[src/rtl/frame_diff_motion_detect_if.sv]
// Video stream, configuration and statistics bundle for the frame-difference motion stage.
// The master drives the live/previous luma stream and the thresholds; the slave returns the aligned result.
interface frame_diff_motion_detect_if #(
  parameter int DATA_W = 8,
  parameter int CNT_W  = 20
);
  logic              per_frame_vsync;
  logic              per_frame_href;
  logic              per_frame_clken;
  logic [DATA_W-1:0] per_img_Y;
  logic [DATA_W-1:0] pre_img_Y;
  logic [DATA_W-1:0] diff_threshold;
  logic [1:0]        diff_mode;
  logic [CNT_W-1:0]  motion_threshold;

  logic              post_frame_vsync;
  logic              post_frame_href;
  logic              post_frame_clken;
  logic              post_img_Bit;
  logic [DATA_W-1:0] post_img_diff;
  logic [CNT_W-1:0]  motion_count;
  logic              motion_flag;
  logic              warm;

  modport master (
    output per_frame_vsync, per_frame_href, per_frame_clken, per_img_Y, pre_img_Y,
           diff_threshold, diff_mode, motion_threshold,
    input  post_frame_vsync, post_frame_href, post_frame_clken, post_img_Bit,
           post_img_diff, motion_count, motion_flag, warm
  );

  modport slave (
    input  per_frame_vsync, per_frame_href, per_frame_clken, per_img_Y, pre_img_Y,
           diff_threshold, diff_mode, motion_threshold,
    output post_frame_vsync, post_frame_href, post_frame_clken, post_img_Bit,
           post_img_diff, motion_count, motion_flag, warm
  );
endinterface

[src/rtl/frame_diff_motion_detect.sv]
// Frame-difference motion detector: per-pixel |cur-pre| and motion bit, per-frame changed-pixel
// count with a latched frame motion flag, gated by a warm-up period after reset.
module frame_diff_motion_detect #(
  parameter int DATA_W        = 8,
  parameter int PRE_LAT       = 1,
  parameter int CNT_W         = 20,
  parameter int WARMUP_FRAMES = 1
) (
  input  logic                    sys_clk,
  input  logic                    sys_rst_n,
  frame_diff_motion_detect_if.slave io
);

  typedef struct packed {
    logic vsync;
    logic href;
    logic clken;
  } sideband_t;

  localparam logic [3:0] WARM_MAX = 4'(WARMUP_FRAMES);

  sideband_t         sb_q  [PRE_LAT+1];
  logic [DATA_W-1:0] cur_q [PRE_LAT];

  // NOTE: sequential state is always written with <= so every register samples pre-edge values.
  always_ff @(posedge sys_clk or negedge sys_rst_n) begin
    if (!sys_rst_n) begin
      // NOTE: the delay lines are reset so no stale clken/vsync can leak out as a phantom
      // pixel or frame edge right after reset.
      for (int i = 0; i <= PRE_LAT; i++) sb_q[i] <= '0;
      for (int i = 0; i < PRE_LAT; i++) cur_q[i] <= '0;
    end else begin
      sb_q[0] <= sideband_t'{vsync: io.per_frame_vsync,
                             href:  io.per_frame_href,
                             clken: io.per_frame_clken};
      for (int i = 1; i <= PRE_LAT; i++) sb_q[i] <= sb_q[i-1];
      cur_q[0] <= io.per_img_Y;
      for (int i = 1; i < PRE_LAT; i++) cur_q[i] <= cur_q[i-1];
    end
  end

  logic [DATA_W-1:0] cur_al;
  logic [DATA_W-1:0] d_nxt;
  logic              cur_gt;
  logic              pre_gt;
  logic              over;
  logic              bit_nxt;

  // Subtraction is ordered by the magnitude compare, so it never wraps.
  // NOTE: every always_comb output gets a default first, so no path can infer a latch.
  always_comb begin
    cur_al  = cur_q[PRE_LAT-1];
    cur_gt  = cur_al > io.pre_img_Y;
    pre_gt  = io.pre_img_Y > cur_al;
    d_nxt   = cur_gt ? (cur_al - io.pre_img_Y) : (io.pre_img_Y - cur_al);
    over    = d_nxt > io.diff_threshold;
    bit_nxt = over;
    case (io.diff_mode)
      2'd1:    bit_nxt = cur_gt & over;
      2'd2:    bit_nxt = pre_gt & over;
      default: bit_nxt = over;
    endcase
  end

  logic [DATA_W-1:0] diff_q;
  logic              bit_q;

  always_ff @(posedge sys_clk or negedge sys_rst_n) begin
    if (!sys_rst_n) begin
      diff_q <= '0;
      bit_q  <= 1'b0;
    end else if (sb_q[PRE_LAT-1].clken) begin
      diff_q <= d_nxt;
      bit_q  <= bit_nxt;
    end
  end

  sideband_t        post_sb;
  logic             vs_q;
  logic             frame_start;
  logic             frame_end;
  logic [3:0]       warm_cnt;
  logic             warm_at_start;
  logic             warm_now;
  logic             bit_out;
  logic             inc;
  logic [CNT_W-1:0] acc_q;
  logic [CNT_W:0]   acc_sum;
  logic [CNT_W-1:0] acc_sat;
  logic [CNT_W-1:0] count_q;
  logic             flag_q;

  assign post_sb     = sb_q[PRE_LAT];
  assign frame_start = post_sb.vsync & ~vs_q;
  assign frame_end   = ~post_sb.vsync & vs_q;
  assign warm_now    = (warm_cnt == WARM_MAX);
  assign bit_out     = post_sb.href & bit_q & warm_now;
  assign inc         = post_sb.clken & bit_out;
  assign acc_sum     = {1'b0, acc_q} + (CNT_W+1)'(inc);
  assign acc_sat     = acc_sum[CNT_W] ? '1 : acc_sum[CNT_W-1:0];

  // A pixel landing on the frame-end cycle is still folded into that frame's count.
  always_ff @(posedge sys_clk or negedge sys_rst_n) begin
    if (!sys_rst_n) begin
      vs_q          <= 1'b0;
      warm_cnt      <= '0;
      warm_at_start <= 1'b0;
      acc_q         <= '0;
      count_q       <= '0;
      flag_q        <= 1'b0;
    end else begin
      vs_q <= post_sb.vsync;
      if (frame_start) begin
        acc_q         <= CNT_W'(inc);
        warm_at_start <= warm_now;
      end else begin
        acc_q <= acc_sat;
      end
      if (frame_end) begin
        count_q <= acc_sat;
        flag_q  <= warm_at_start && (acc_sat > io.motion_threshold);
        if (!warm_now) warm_cnt <= warm_cnt + 4'd1;
      end
    end
  end

  assign io.post_frame_vsync = post_sb.vsync;
  assign io.post_frame_href  = post_sb.href;
  assign io.post_frame_clken = post_sb.clken;
  assign io.post_img_Bit     = bit_out;
  assign io.post_img_diff    = post_sb.href ? diff_q : '0;
  assign io.motion_count     = count_q;
  assign io.motion_flag      = flag_q;
  assign io.warm             = warm_now;

endmodule

[src/flat_wrapper.sv]
// flat-port wrapper written by rule: the top's interface ports become plain ports
module frame_diff_motion_detect_flat 
#(
  parameter int DATA_W        = 8,
  parameter int PRE_LAT       = 1,
  parameter int CNT_W         = 20,
  parameter int WARMUP_FRAMES = 1
)
  (sys_clk, sys_rst_n, io_per_frame_vsync, io_per_frame_href, io_per_frame_clken, io_per_img_Y, io_pre_img_Y, io_diff_threshold, io_diff_mode, io_motion_threshold, io_post_frame_vsync, io_post_frame_href, io_post_frame_clken, io_post_img_Bit, io_post_img_diff, io_motion_count, io_motion_flag, io_warm);
  frame_diff_motion_detect_if #(.DATA_W(DATA_W), .CNT_W(CNT_W)) io_i ();
  input  logic sys_clk;
  input  logic sys_rst_n;
  input wire logic [$bits(io_i.per_frame_vsync)-1:0] io_per_frame_vsync;
  input wire logic [$bits(io_i.per_frame_href)-1:0] io_per_frame_href;
  input wire logic [$bits(io_i.per_frame_clken)-1:0] io_per_frame_clken;
  input wire logic [$bits(io_i.per_img_Y)-1:0] io_per_img_Y;
  input wire logic [$bits(io_i.pre_img_Y)-1:0] io_pre_img_Y;
  input wire logic [$bits(io_i.diff_threshold)-1:0] io_diff_threshold;
  input wire logic [$bits(io_i.diff_mode)-1:0] io_diff_mode;
  input wire logic [$bits(io_i.motion_threshold)-1:0] io_motion_threshold;
  output wire logic [$bits(io_i.post_frame_vsync)-1:0] io_post_frame_vsync;
  output wire logic [$bits(io_i.post_frame_href)-1:0] io_post_frame_href;
  output wire logic [$bits(io_i.post_frame_clken)-1:0] io_post_frame_clken;
  output wire logic [$bits(io_i.post_img_Bit)-1:0] io_post_img_Bit;
  output wire logic [$bits(io_i.post_img_diff)-1:0] io_post_img_diff;
  output wire logic [$bits(io_i.motion_count)-1:0] io_motion_count;
  output wire logic [$bits(io_i.motion_flag)-1:0] io_motion_flag;
  output wire logic [$bits(io_i.warm)-1:0] io_warm;
  assign io_i.per_frame_vsync = io_per_frame_vsync;
  assign io_i.per_frame_href = io_per_frame_href;
  assign io_i.per_frame_clken = io_per_frame_clken;
  assign io_i.per_img_Y = io_per_img_Y;
  assign io_i.pre_img_Y = io_pre_img_Y;
  assign io_i.diff_threshold = io_diff_threshold;
  assign io_i.diff_mode = io_diff_mode;
  assign io_i.motion_threshold = io_motion_threshold;
  assign io_post_frame_vsync = io_i.post_frame_vsync;
  assign io_post_frame_href = io_i.post_frame_href;
  assign io_post_frame_clken = io_i.post_frame_clken;
  assign io_post_img_Bit = io_i.post_img_Bit;
  assign io_post_img_diff = io_i.post_img_diff;
  assign io_motion_count = io_i.motion_count;
  assign io_motion_flag = io_i.motion_flag;
  assign io_warm = io_i.warm;
  frame_diff_motion_detect #(.DATA_W(DATA_W), .PRE_LAT(PRE_LAT), .CNT_W(CNT_W), .WARMUP_FRAMES(WARMUP_FRAMES)) u_core (.sys_clk(sys_clk), .sys_rst_n(sys_rst_n), .io(io_i));
endmodule
[config.mk]
export PLATFORM = sky130hd
export DESIGN_NAME = frame_diff_motion_detect_flat
export DESIGN_NICKNAME = d
export VERILOG_FILES = /design/src/rtl/frame_diff_motion_detect_if.sv /design/src/rtl/frame_diff_motion_detect.sv /design/src/flat_wrapper.sv
export SDC_FILE = /design/constraint.sdc
export NUM_CORES = 1
export LEC_CHECK = 0
export ABC_AREA = 1
export BUFFER_PORTS_ARGS = -buffer_cell sky130_fd_sc_hd__buf_2
export CAP_MARGIN = 0
export CELL_PAD_IN_SITES_DETAIL_PLACEMENT = 1
export CELL_PAD_IN_SITES_GLOBAL_PLACEMENT = 1
export CORE_MARGIN = 2
export CORE_UTILIZATION = 41
export DETAILED_ROUTE_END_ITERATION = 8
export PLACE_DENSITY_LB_ADDON = 0.08
export SLEW_MARGIN = 20
export SYNTH_ARGS = -nofsm -noshare
export SYNTH_HDL_FRONTEND = slang
export SYNTH_SLANG_ARGS = --single-unit
[constraint.sdc]
create_clock -name sys_clk -period 4.1 [get_ports sys_clk]
set_input_delay 0.41 -clock sys_clk [delete_from_list [all_inputs] [get_ports sys_clk]]
set_output_delay 0.41 -clock sys_clk [all_outputs]
set_load 0.05 [all_outputs]
==> metrics, run 1 <==
Max Clk Rate 294 MHz; starting density of the core 42.4%; Leakage 3.37 nW; H-tree depth 3; root buffer cell clkbuf_16; worst path required time 4340 ps; share of cells above drive strength 1 19.3%; Final min period 3400 ps; post-CTS setup buffers 0; relative slew slack 38.8%; first-pass iteration count of the detailed router 4; RSZ-0062 raised after global routing no; Worst path max stage delay 400 ps; Die H 113 um; pre-CTS setup slack 677 ps; R2R cell count 21; Clock Skew 6.86 ps; Peak VDD IR 0.378 mV; cts bufs inserted 9; Worst-path clk slew 60 ps; Sinks on Clock Net 70; Iter 0 DRT Violations 180; Synth Cell Area 0.00490 mm2; drt drc 0; cell count of the worst hold path 1; antenna violations before repair 0; post_cts resized 0; Core ar. 0.0116 mm2; Die ar. 0.0128 mm2; Setup Viol. Count Final 0; die extent in x 113 um; Pwr per Cell Area 361 mW/mm2; first-pass GRT wire length 22600 um; post-synthesis sequential area ratio 35.7%; Layout area overhead 16.9%; cell repeated most along the worst path nand2_1; Final Slew Violations 0; WP data arrival 3630 ps; RD Place Congestion 0.875; PnR Total Power 2.07 mW; vias 4342; placed standard-cell area 0.00545 mm2; IO buf count 84; CTS tree built; syn nets 758; CP Cell Sequence inv_1 -> ha_1 -> nand2_1 -> nor2_1 -> nand2_1 -> inv_1 -> ha_1 -> ha_1 -> inv_2 -> nor2_4 -> nand4_4 -> buf_4 -> nand2_1 -> ha_1 -> a21o_1 -> o21ai_0 -> nand2_1 -> nand2_1 -> nand3_1 -> nand2_1 -> nand2_1; Final Hold Violating Endpoints 0; GRT Overall Usage 22.4%; final design utilization 49.6%; antenna viol nets, final 0; Final period util 82.9%; Setup TNS 0 ps; Yosys reg bits 70; WL final 13300 um; Post-CTS Hold Fix Bufs 0; worst-skew pair later-pin latency 350 ps; number of global-route vias before repair 4591; HPWL after DPL 10600 um; Nets 844; nature of the critical path startpoint flop; Slew @ Worst Pin 917 ps; crit path kind flop to flop; Filler cells 1473; worst-path fanout max 24; io pins 85; CTS Buffer Depth 2; Rows 39; Mapped Cells 656; YS warnings 0; slowest CP cell dfrtp_1; mean post-synth cell area 7.47 um2; crit path capture type flop; status finished, final reports clean; final worst-path setup slack 703 ps; Unique masters post-synth 36; max cap viols 0; WL/cell 15.0 um; worst hold path type input pin to flop; final instance area 0.00573 mm2; GRT overflow 0; antenna fix cells 0; largest net degree at the start of global routing 38; via/cell ratio 4.88
cell families (layout without fill, tap and decap cells):
logic type	after synthesis	count (layout)	synth area share (%)
compound gates	62	62	7.91
xor+xnor	15	15	2.68
fa+ha+maj	51	51	13.3
buf+inv	132	223	10.9
flops	70	70	35.7
simple gates	326	326	29.4
cell type report:
| type | instances | area [um2] | share of cell area, % |
|---|---|---|---|
| inverter | 118 | 445 | 7.77 |
| timing repair buffer | 89 | 458 | 7.99 |
| clock buffer | 10 | 239 | 4.17 |
| clock inverter | 6 | 45.0 | 0.786 |
| tap | 143 | 179 | 3.12 |
| multi-input combinational | 454 | 2610 | 45.6 |
| sequential | 70 | 1750 | 30.6 |
worst paths after layout:
check                                               startpoint                                     end  slack (ps)
worst min-delay path                           io_per_img_Y[5]              u_core.cur_al[5]$_DFF_PN0_         170
worst max-delay path            u_core.warm_cnt[1]$_DFFE_PN0P_       u_core.io.motion_flag$_DFFE_PN0P_         700
worst max register to register  u_core.warm_cnt[1]$_DFFE_PN0P_       u_core.io.motion_flag$_DFFE_PN0P_         700
worst min register to register        u_core.sb_q[5]$_DFF_PN0_    u_core.io.post_frame_vsync$_DFF_PN0_         350
max in group asynchronous                            sys_rst_n  u_core.io.motion_count[13]$_DFFE_PN0P_        2920
min in group asynchronous                            sys_rst_n            u_core.diff_q[0]$_DFFE_PN0P_         200
metal layers:
metal / vias to the layer above / share of wire, % / global-route usage [%]
li1: 2202 / - / -
met1: 2049 / 51 / 31.3
met2: 83 / 44 / 35.4
met3: 8 / 4.5 / 5.89
met4: 0 / 0.96 / 4.15
met5: - / 0 / 0
where the power goes:
part | switching [mW] | internal [mW]
logic | 0.354 | 0.168
clock network | 0.320 | 0.428
registers | 0.0463 | 0.754
total | 0.720 | 1.35
stage by stage:
step,std cells,hold slack [ps]
floorplan,656,114
global placement,874,333
detailed placement,874,337
CTS,890,154
global route,890,151
finish,890,169
layout by cell type, fill, tap and decap left out, drive strengths merged, types with 3 or more instances in the layout:
master / n
a21oi: 31
a31oi: 11
buf: 89
clkbuf: 10
clkinv: 3
clkinvlp: 3
dfrtp: 70
ha: 49
inv: 118
nand2: 220
nand3: 39
nand3b: 3
nand4: 9
nor2: 51
o21ai: 17
xnor2: 8
xor2: 7
critical path: cells and delay by family, from the launching register on:
| family | cells | cell delay [ps] |
|---|---|---|
| DFF | 1 | 400 |
| AOI/OAI and AO/OA | 2 | 410 |
| adders and majority gates | 4 | 890 |
| buffers and inverters | 4 | 460 |
| and+or+nand+nor | 11 | 1100 |
state kept, by name, summed over array words and instances, names as in the netlist:
signal and flops:
u_core.sb_q 3, u_core.io.post_frame_vsync 1, u_core.warm_cnt 4, u_core.io.post_frame_clken 1, u_core.bit_q 1, u_core.warm_at_start 1
u_core.io.motion_count 20, u_core.diff_q 8, u_core.io.post_frame_href 1, u_core.vs_q 1, u_core.acc_q 20, u_core.io.motion_flag 1
u_core.cur_al 8
cells in the mapped netlist (all sizes together):
library cell / number / area, um2
inv: 117 / 442
clkinv: 1 / 3.75
fa: 2 / 40.0
xor2: 7 / 61.3
nand4: 9 / 71.3
a21o: 1 / 7.51
o21ai: 17 / 88.8
nand2: 220 / 866
and2: 2 / 12.5
buf: 11 / 80.1
xnor2: 8 / 70.1
dfrtp: 70 / 1750
a21oi: 31 / 170
nand3b: 3 / 22.5
or2: 2 / 12.5
ha: 49 / 613
clkbuf: 3 / 11.3
nor2: 51 / 236
nand3: 39 / 220
o21a: 2 / 15.0
a31oi: 11 / 106
(Power assumes the default switching activity.)
==> run 2, diff against run 1 <==
- clock period: 4.1 -> 3.4 ns (I/O delays scaled with it)
==> run 2 against run 1 <==
Effect of this change: fmax is 8.4% higher; sequential power is 20% higher; critical endpoint unchanged; total power is 22% higher; count of clock-buffer cells in the layout is 1 higher; worst setup slack worse by 440 ps; largest cell class unchanged.
==> metrics, run 2 (synthesis results as in run 1) <==
status finished, final reports clean (unchanged); WL final 13500 um (was 13300 um); root buffer cell clkbuf_16 (unchanged); worst-path fanout max 20 (was 24); Peak VDD IR 0.484 mV (was 0.378 mV); worst-skew pair later-pin latency 350 ps (about the same); Post-CTS Hold Fix Bufs 0 (unchanged); CTS Buffer Depth 2 (unchanged); internal power component 1.68 mW (was 1.35 mW); Die ar. 0.0128 mm2 (unchanged); PnR Total Power 2.53 mW (was 2.07 mW); number of global-route vias before repair 4658 (was 4591); relative slew slack 44.4% (was 38.8%); Hold Crit Start io_per_img_Y[1] (was io_per_img_Y[5]); first-pass iteration count of the detailed router 7 (was 4); antenna fix cells 0 (unchanged); pre-CTS setup slack 52.8 ps (was 677 ps); cell count of the worst hold path 1 (unchanged); Die H 113 um (unchanged); R2R cell count 21 (unchanged); drt drc 0 (unchanged); Sinks on Clock Net 70 (unchanged); Final period util 92.2% (was 82.9%); vias 4409 (was 4342); die extent in x 113 um (unchanged); crit path capture type flop (unchanged); Setup Viol. Count Final 0 (unchanged); Min Hold Slack 94.5 ps (was 169 ps); final worst-path setup slack 266 ps (was 703 ps); crit path kind flop to flop (unchanged); Iter 0 DRT Violations 140 (was 180); RD Place Congestion 0.869 (was 0.875); Setup TNS 0 ps (unchanged); Pwr per Cell Area 431 mW/mm2 (was 361 mW/mm2); met2 WL 6040 um (was 5840 um); GRT overflow 0 (unchanged); Seq pwr share 38.1% (was 38.7%); Worst-path clk slew 60 ps (about the same); Slew @ Worst Pin 834 ps (was 917 ps); met1 wire length 6830 um (was 6740 um); WL/cell 15.1 um (was 15.0 um); WP data arrival 3360 ps (was 3630 ps); Nets 853 (was 844); fin cells 899 (was 890); Final Hold Violating Endpoints 0 (unchanged); Final Slew Violations 0 (unchanged); Layout area overhead 19.6% (was 16.9%); worst path required time 3630 ps (was 4340 ps); Final min period 3130 ps (was 3400 ps); clock network fraction of design power 36.3% (was 36.1%); max layer used met4 (unchanged); nature of the critical path startpoint flop (unchanged); CP Launch Point u_core.warm_cnt[1]$_DFFE_PN0P_ (unchanged); Rows 39 (unchanged); Filler cells 1477 (was 1473); IO buf count 84 (unchanged); post-placement cell count 875 (was 874); HPWL after DPL 10800 um (was 10600 um); worst hold path type input pin to flop (unchanged); first-pass GRT wire length 22900 um (was 22600 um); largest net degree at the start of global routing 38 (unchanged); via/cell ratio 4.90 (was 4.88); io pins 85 (unchanged); Core ar. 0.0116 mm2 (unchanged); Switch Pwr 0.848 mW (was 0.720 mW); max cap viols 0 (unchanged); cts bufs inserted 9 (unchanged); H-tree depth 3 (unchanged); met3 wire len 513 um (was 604 um); CTS tree built (unchanged); antenna viol nets, final 0 (unchanged); starting density of the core 42.4% (unchanged); commonest cells after routing, fill and taps aside 208 x nand2_1, 115 x inv_1, 84 x buf_2 (was 210 x nand2_1, 115 x inv_1, 84 x buf_2); Clock Skew 7.91 ps (was 6.86 ps); FF-to-FF Start u_core.warm_cnt[1]$_DFFE_PN0P_ (unchanged); most common cell after layout, fill and taps aside nand2_1 (unchanged); Leakage 3.43 nW (was 3.37 nW); Sw Ratio 33.5% (was 34.8%); GRT Overall Usage 22.6% (was 22.4%); power share of the combinational group 25.5% (was 25.2%); share of cells above drive strength 1 21.4% (was 19.3%); Max Clk Rate 319 MHz (was 294 MHz); antenna violations before repair 0 (unchanged)
-- run 2: cell count changes in the layout (fill, tap and decap cells not counted), moves of 3 or more --
| cell | change |
|---|---|
| nor2_1 | -3 |
| clkinv_2 | +3 |
| clkinvlp_4 | -3 |
| o21ai_1 | +3 |
| buf_4 | +6 |
| o21ai_0 | -3 |
-- run 2: timing repair --
action                                  CTS  global route
buffers inserted                          0             7
hold endpoints to repair                  0             0
resized for setup                         1            12
endpoints found under the setup margin    1             1
pin swaps                                 0             3
cloned                                    0             1
-- run 2: worst max-delay path, stage by stage (launching register included) --
cell     delay [ps]
dfrtp_1         410
inv_1            70
ha_1            150
nand2_2         100
nor2_4          120
nand2_1          60
inv_1            60
ha_2            210
ha_2            200
inv_2            50
nor2_4          160
nand4_4         150
buf_6           210
nand2_1          80
ha_1            250
a21o_1          190
o21ai_0         180
nand2_1         100
nand2_1          70
nand3_1          70
nand2_1          70
nand2_1          40
-- run 2: power by group through the flow --
stage	Clock (mW)	Combinational, mW	Sequential, mW
after detailed placement	0	0.644	0.978
after global placement	0	0.617	0.974
after floorplan	0	0.397	1.02
after CTS	0.943	0.649	0.965
final	0.918	0.646	0.964
after global routing	0.982	0.725	0.978
-- run 2: area by class of cell --
cell class | count | area, um2 | share of cell area [%]
clock buffer | 11 | 233 | 3.97
clock inverter | 5 | 50.0 | 0.854
inverter | 118 | 445 | 7.60
multi-input combinational | 455 | 2670 | 45.5
sequential | 70 | 1750 | 29.9
tap | 143 | 179 | 3.05
timing repair buffer | 97 | 534 | 9.12
-- run 2: final timing paths --
| check | to | slack (ps) |
|---|---|---|
| max in group asynchronous | u_core.io.motion_flag$_DFFE_PN0P_ | 2620 |
| hold / removal | u_core.cur_al[1]$_DFF_PN0_ | 90 |
| hold reg to reg | u_core.io.post_frame_href$_DFF_PN0_ | 360 |
| min in group asynchronous | u_core.cur_al[0]$_DFF_PN0_ | 100 |
| setup / recovery | u_core.io.motion_flag$_DFFE_PN0P_ | 270 |
| setup reg to reg | u_core.io.motion_flag$_DFFE_PN0P_ | 270 |
-- run 2: per-layer routing --
layer  track usage (%)  vias to the layer above
met4              5.61                        0
met2              35.8                       77
met3              5.14                       10
met1              31.5                     2101
li1                  -                     2221
met5                 0                        -
-- run 2: metrics by stage --
step | cell area, um2 | util (%)
floorplan | 4910 | -
global placement | 5480 | 47.4
detailed placement | 5480 | 47.4
CTS | 5760 | 49.8
global route | 5860 | 50.7
finish | 5860 | 50.7
==> run 3, diff against run 2 <==
- clock period: 3.4 -> 3 ns (I/O delays scaled with it)
==> run 3 against run 2 <==
Effect of this change: clock power grew 13%; first-iteration DRC count increased by 20%; flip-flop and latch count unchanged; register-to-register slack got worse by 180 ps.
==> metrics, run 3 (synthesis results as in run 1) <==
status finished, final reports clean (unchanged); WP data arrival 3190 ps (was 3360 ps); internal power component 1.94 mW (was 1.68 mW); power share of the combinational group 27.0% (was 25.5%); Sw Ratio 33.7% (was 33.5%); antenna viol nets, final 0 (unchanged); Final Slew Violations 0 (unchanged); CTS Buffer Depth 2 (unchanged); relative slew slack 41.2% (was 44.4%); Iter 0 DRT Violations 168 (was 140); Clock Skew 6.15 ps (was 7.91 ps); Final Hold Violating Endpoints 0 (unchanged); Die ar. 0.0128 mm2 (unchanged); Setup Viol. Count Final 0 (unchanged); Final min period 2910 ps (was 3130 ps); Rows 39 (unchanged); Peak VDD IR 0.319 mV (was 0.484 mV); HPWL after DPL 10700 um (was 10800 um); r2r endpoint u_core.io.motion_flag$_DFFE_PN0P_ (unchanged); post-placement cell count 887 (was 875); Seq pwr share 37.3% (was 38.1%); WL/cell 15.3 um (was 15.1 um); die extent in x 113 um (unchanged); Final period util 97.0% (was 92.2%); fin cells 908 (was 899); GRT overflow 0 (unchanged); Slew @ Worst Pin 882 ps (was 834 ps); GRT Overall Usage 22.8% (was 22.6%); Die H 113 um (unchanged); Switch Pwr 0.985 mW (was 0.848 mW); worst-skew pair later-pin latency 340 ps (was 350 ps); largest net degree at the start of global routing 37 (was 38); Nets 864 (was 853); worst-path fanout max 3 (was 20); cell count of the worst hold path 1 (unchanged); reg-to-reg slack, setup 90 ps (was 270 ps); antenna fix cells 0 (unchanged); Hold Crit Start io_per_img_Y[0] (was io_per_img_Y[1]); Pwr per Cell Area 486 mW/mm2 (was 431 mW/mm2); share of cells above drive strength 1 24.1% (was 21.4%); crit path capture type flop (unchanged); clock network fraction of design power 35.7% (was 36.3%); commonest cells after routing, fill and taps aside 206 x nand2_1, 114 x inv_1, 84 x buf_2 (was 208 x nand2_1, 115 x inv_1, 84 x buf_2); RD Place Congestion 0.867 (was 0.869); Setup TNS 0 ps (unchanged); first-pass iteration count of the detailed router 4 (was 7); most common cell after layout, fill and taps aside nand2_1 (unchanged); drt drc 0 (unchanged); first-pass GRT wire length 22900 um (about the same); Leakage 3.49 nW (was 3.43 nW); R2R cell count 24 (was 21); H-tree depth 3 (unchanged); Core ar. 0.0116 mm2 (unchanged); PnR Total Power 2.92 mW (was 2.53 mW); Post-CTS Hold Fix Bufs 0 (unchanged); Layout area overhead 22.8% (was 19.6%); worst hold path type input pin to flop (unchanged); starting density of the core 42.4% (unchanged); nature of the critical path startpoint flop (unchanged); Max Clk Rate 344 MHz (was 319 MHz); Sinks on Clock Net 70 (unchanged); root buffer cell clkbuf_16 (unchanged); WL final 13800 um (was 13500 um); via/cell ratio 4.90 (about the same); vias 4451 (was 4409); FF-to-FF Start u_core.warm_cnt[1]$_DFFE_PN0P_ (unchanged); worst path required time 3280 ps (was 3630 ps); Hold Path End u_core.cur_al[0]$_DFF_PN0_ (was u_core.cur_al[1]$_DFF_PN0_); CTS tree built (unchanged); max cap viols 0 (unchanged); crit path kind flop to flop (unchanged); io pins 85 (unchanged); number of global-route vias before repair 4593 (was 4658); IO buf count 84 (unchanged); Worst-path clk slew 60 ps (about the same); antenna violations before repair 0 (unchanged); RSZ-0062 raised after global routing yes; cts bufs inserted 9 (unchanged)
run 3: cell type report:
class / instances / area (um2)
Fill cell: 1502 / 5540
Inverter: 118 / 445
Sequential cell: 70 / 1750
Clock buffer: 10 / 229
Clock inverter: 4 / 50.0
Tap cell: 143 / 179
Timing Repair Buffer: 109 / 644
Multi-Input combinational cell: 454 / 2720
run 3: metrics by stage:
step / area [um2] / hold slack, ps / util, % / worst slack, ps
3_3_place_gp: 5600 / 334 / 48.5 / 109
3_5_place_dp: 5600 / 338 / 48.5 / -14.3
4_1_cts: 5920 / 45.5 / 51.2 / 12.3
2_1_floorplan: 4960 / 4.41 / - / 16.2
5_1_grt: 6020 / 43.5 / 52.1 / -87.9
6_report: 6020 / 59.8 / 52.1 / 91.3
run 3: repair_timing:
item                                    in CTS  in global routing
hold endpoints to repair                     0                  0
setup buffers                                1                  6
pin swaps                                    3                  9
endpoints found under the setup margin       1                  2
resized for setup                            8                 12
run 3: power groups by stage:
| stage | clock network, mW | registers, mW | logic [mW] |
|---|---|---|---|
| global route | 1.10 | 1.10 | 0.887 |
| floorplan | 0 | 1.16 | 0.454 |
| detailed placement | 0 | 1.11 | 0.764 |
| CTS | 1.08 | 1.09 | 0.786 |
| finish | 1.04 | 1.09 | 0.788 |
| global placement | 0 | 1.10 | 0.738 |
run 3: per-layer routing:
metal / routed length (um) / part of all wire [%] / GRT usage, % / up-vias
li1: - / - / - / 2238
met1: 6880 / 50 / 31.9 / 2115
met2: 6310 / 46 / 36.0 / 84
met3: 479 / 3.5 / 4.45 / 14
met4: 175 / 1.3 / 6.50 / 0
met5: 0 / 0 / 0 / -
run 3: how the worst max path moves through the flow:
stage | start | endpoint
6_report | u_core.warm_cnt[1]$_DFFE_PN0P_ | u_core.io.motion_flag$_DFFE_PN0P_
5_1_grt | u_core.warm_cnt[1]$_DFFE_PN0P_ | u_core.io.motion_flag$_DFFE_PN0P_
4_1_cts | u_core.warm_cnt[1]$_DFFE_PN0P_ | u_core.io.motion_flag$_DFFE_PN0P_
3_5_place_dp | u_core.warm_cnt[0]$_DFFE_PN0P_ | u_core.io.motion_flag$_DFFE_PN0P_
3_3_place_gp | u_core.warm_cnt[0]$_DFFE_PN0P_ | u_core.io.motion_flag$_DFFE_PN0P_
2_1_floorplan | u_core.io.post_frame_href$_DFF_PN0_ | u_core.io.motion_flag$_DFFE_PN0P_
run 3: worst max-delay path, cell delays in order (launching register included):
cell     delay (ps)
dfrtp_1         370
inv_1            60
ha_2            170
nand2_2          80
nor2_4          100
nand2_2          60
inv_2            70
ha_4            140
ha_4            130
inv_2            40
nor2_4          130
buf_6           120
and2_4          160
nand3_2          60
nand2_1          70
nand3_2         110
ha_4            280
nand2_1          50
nor2_2          130
nand2_2         120
nor2_2          150
nand2_1          80
nand3_2          60
nand2_1          50
nand2_1          50
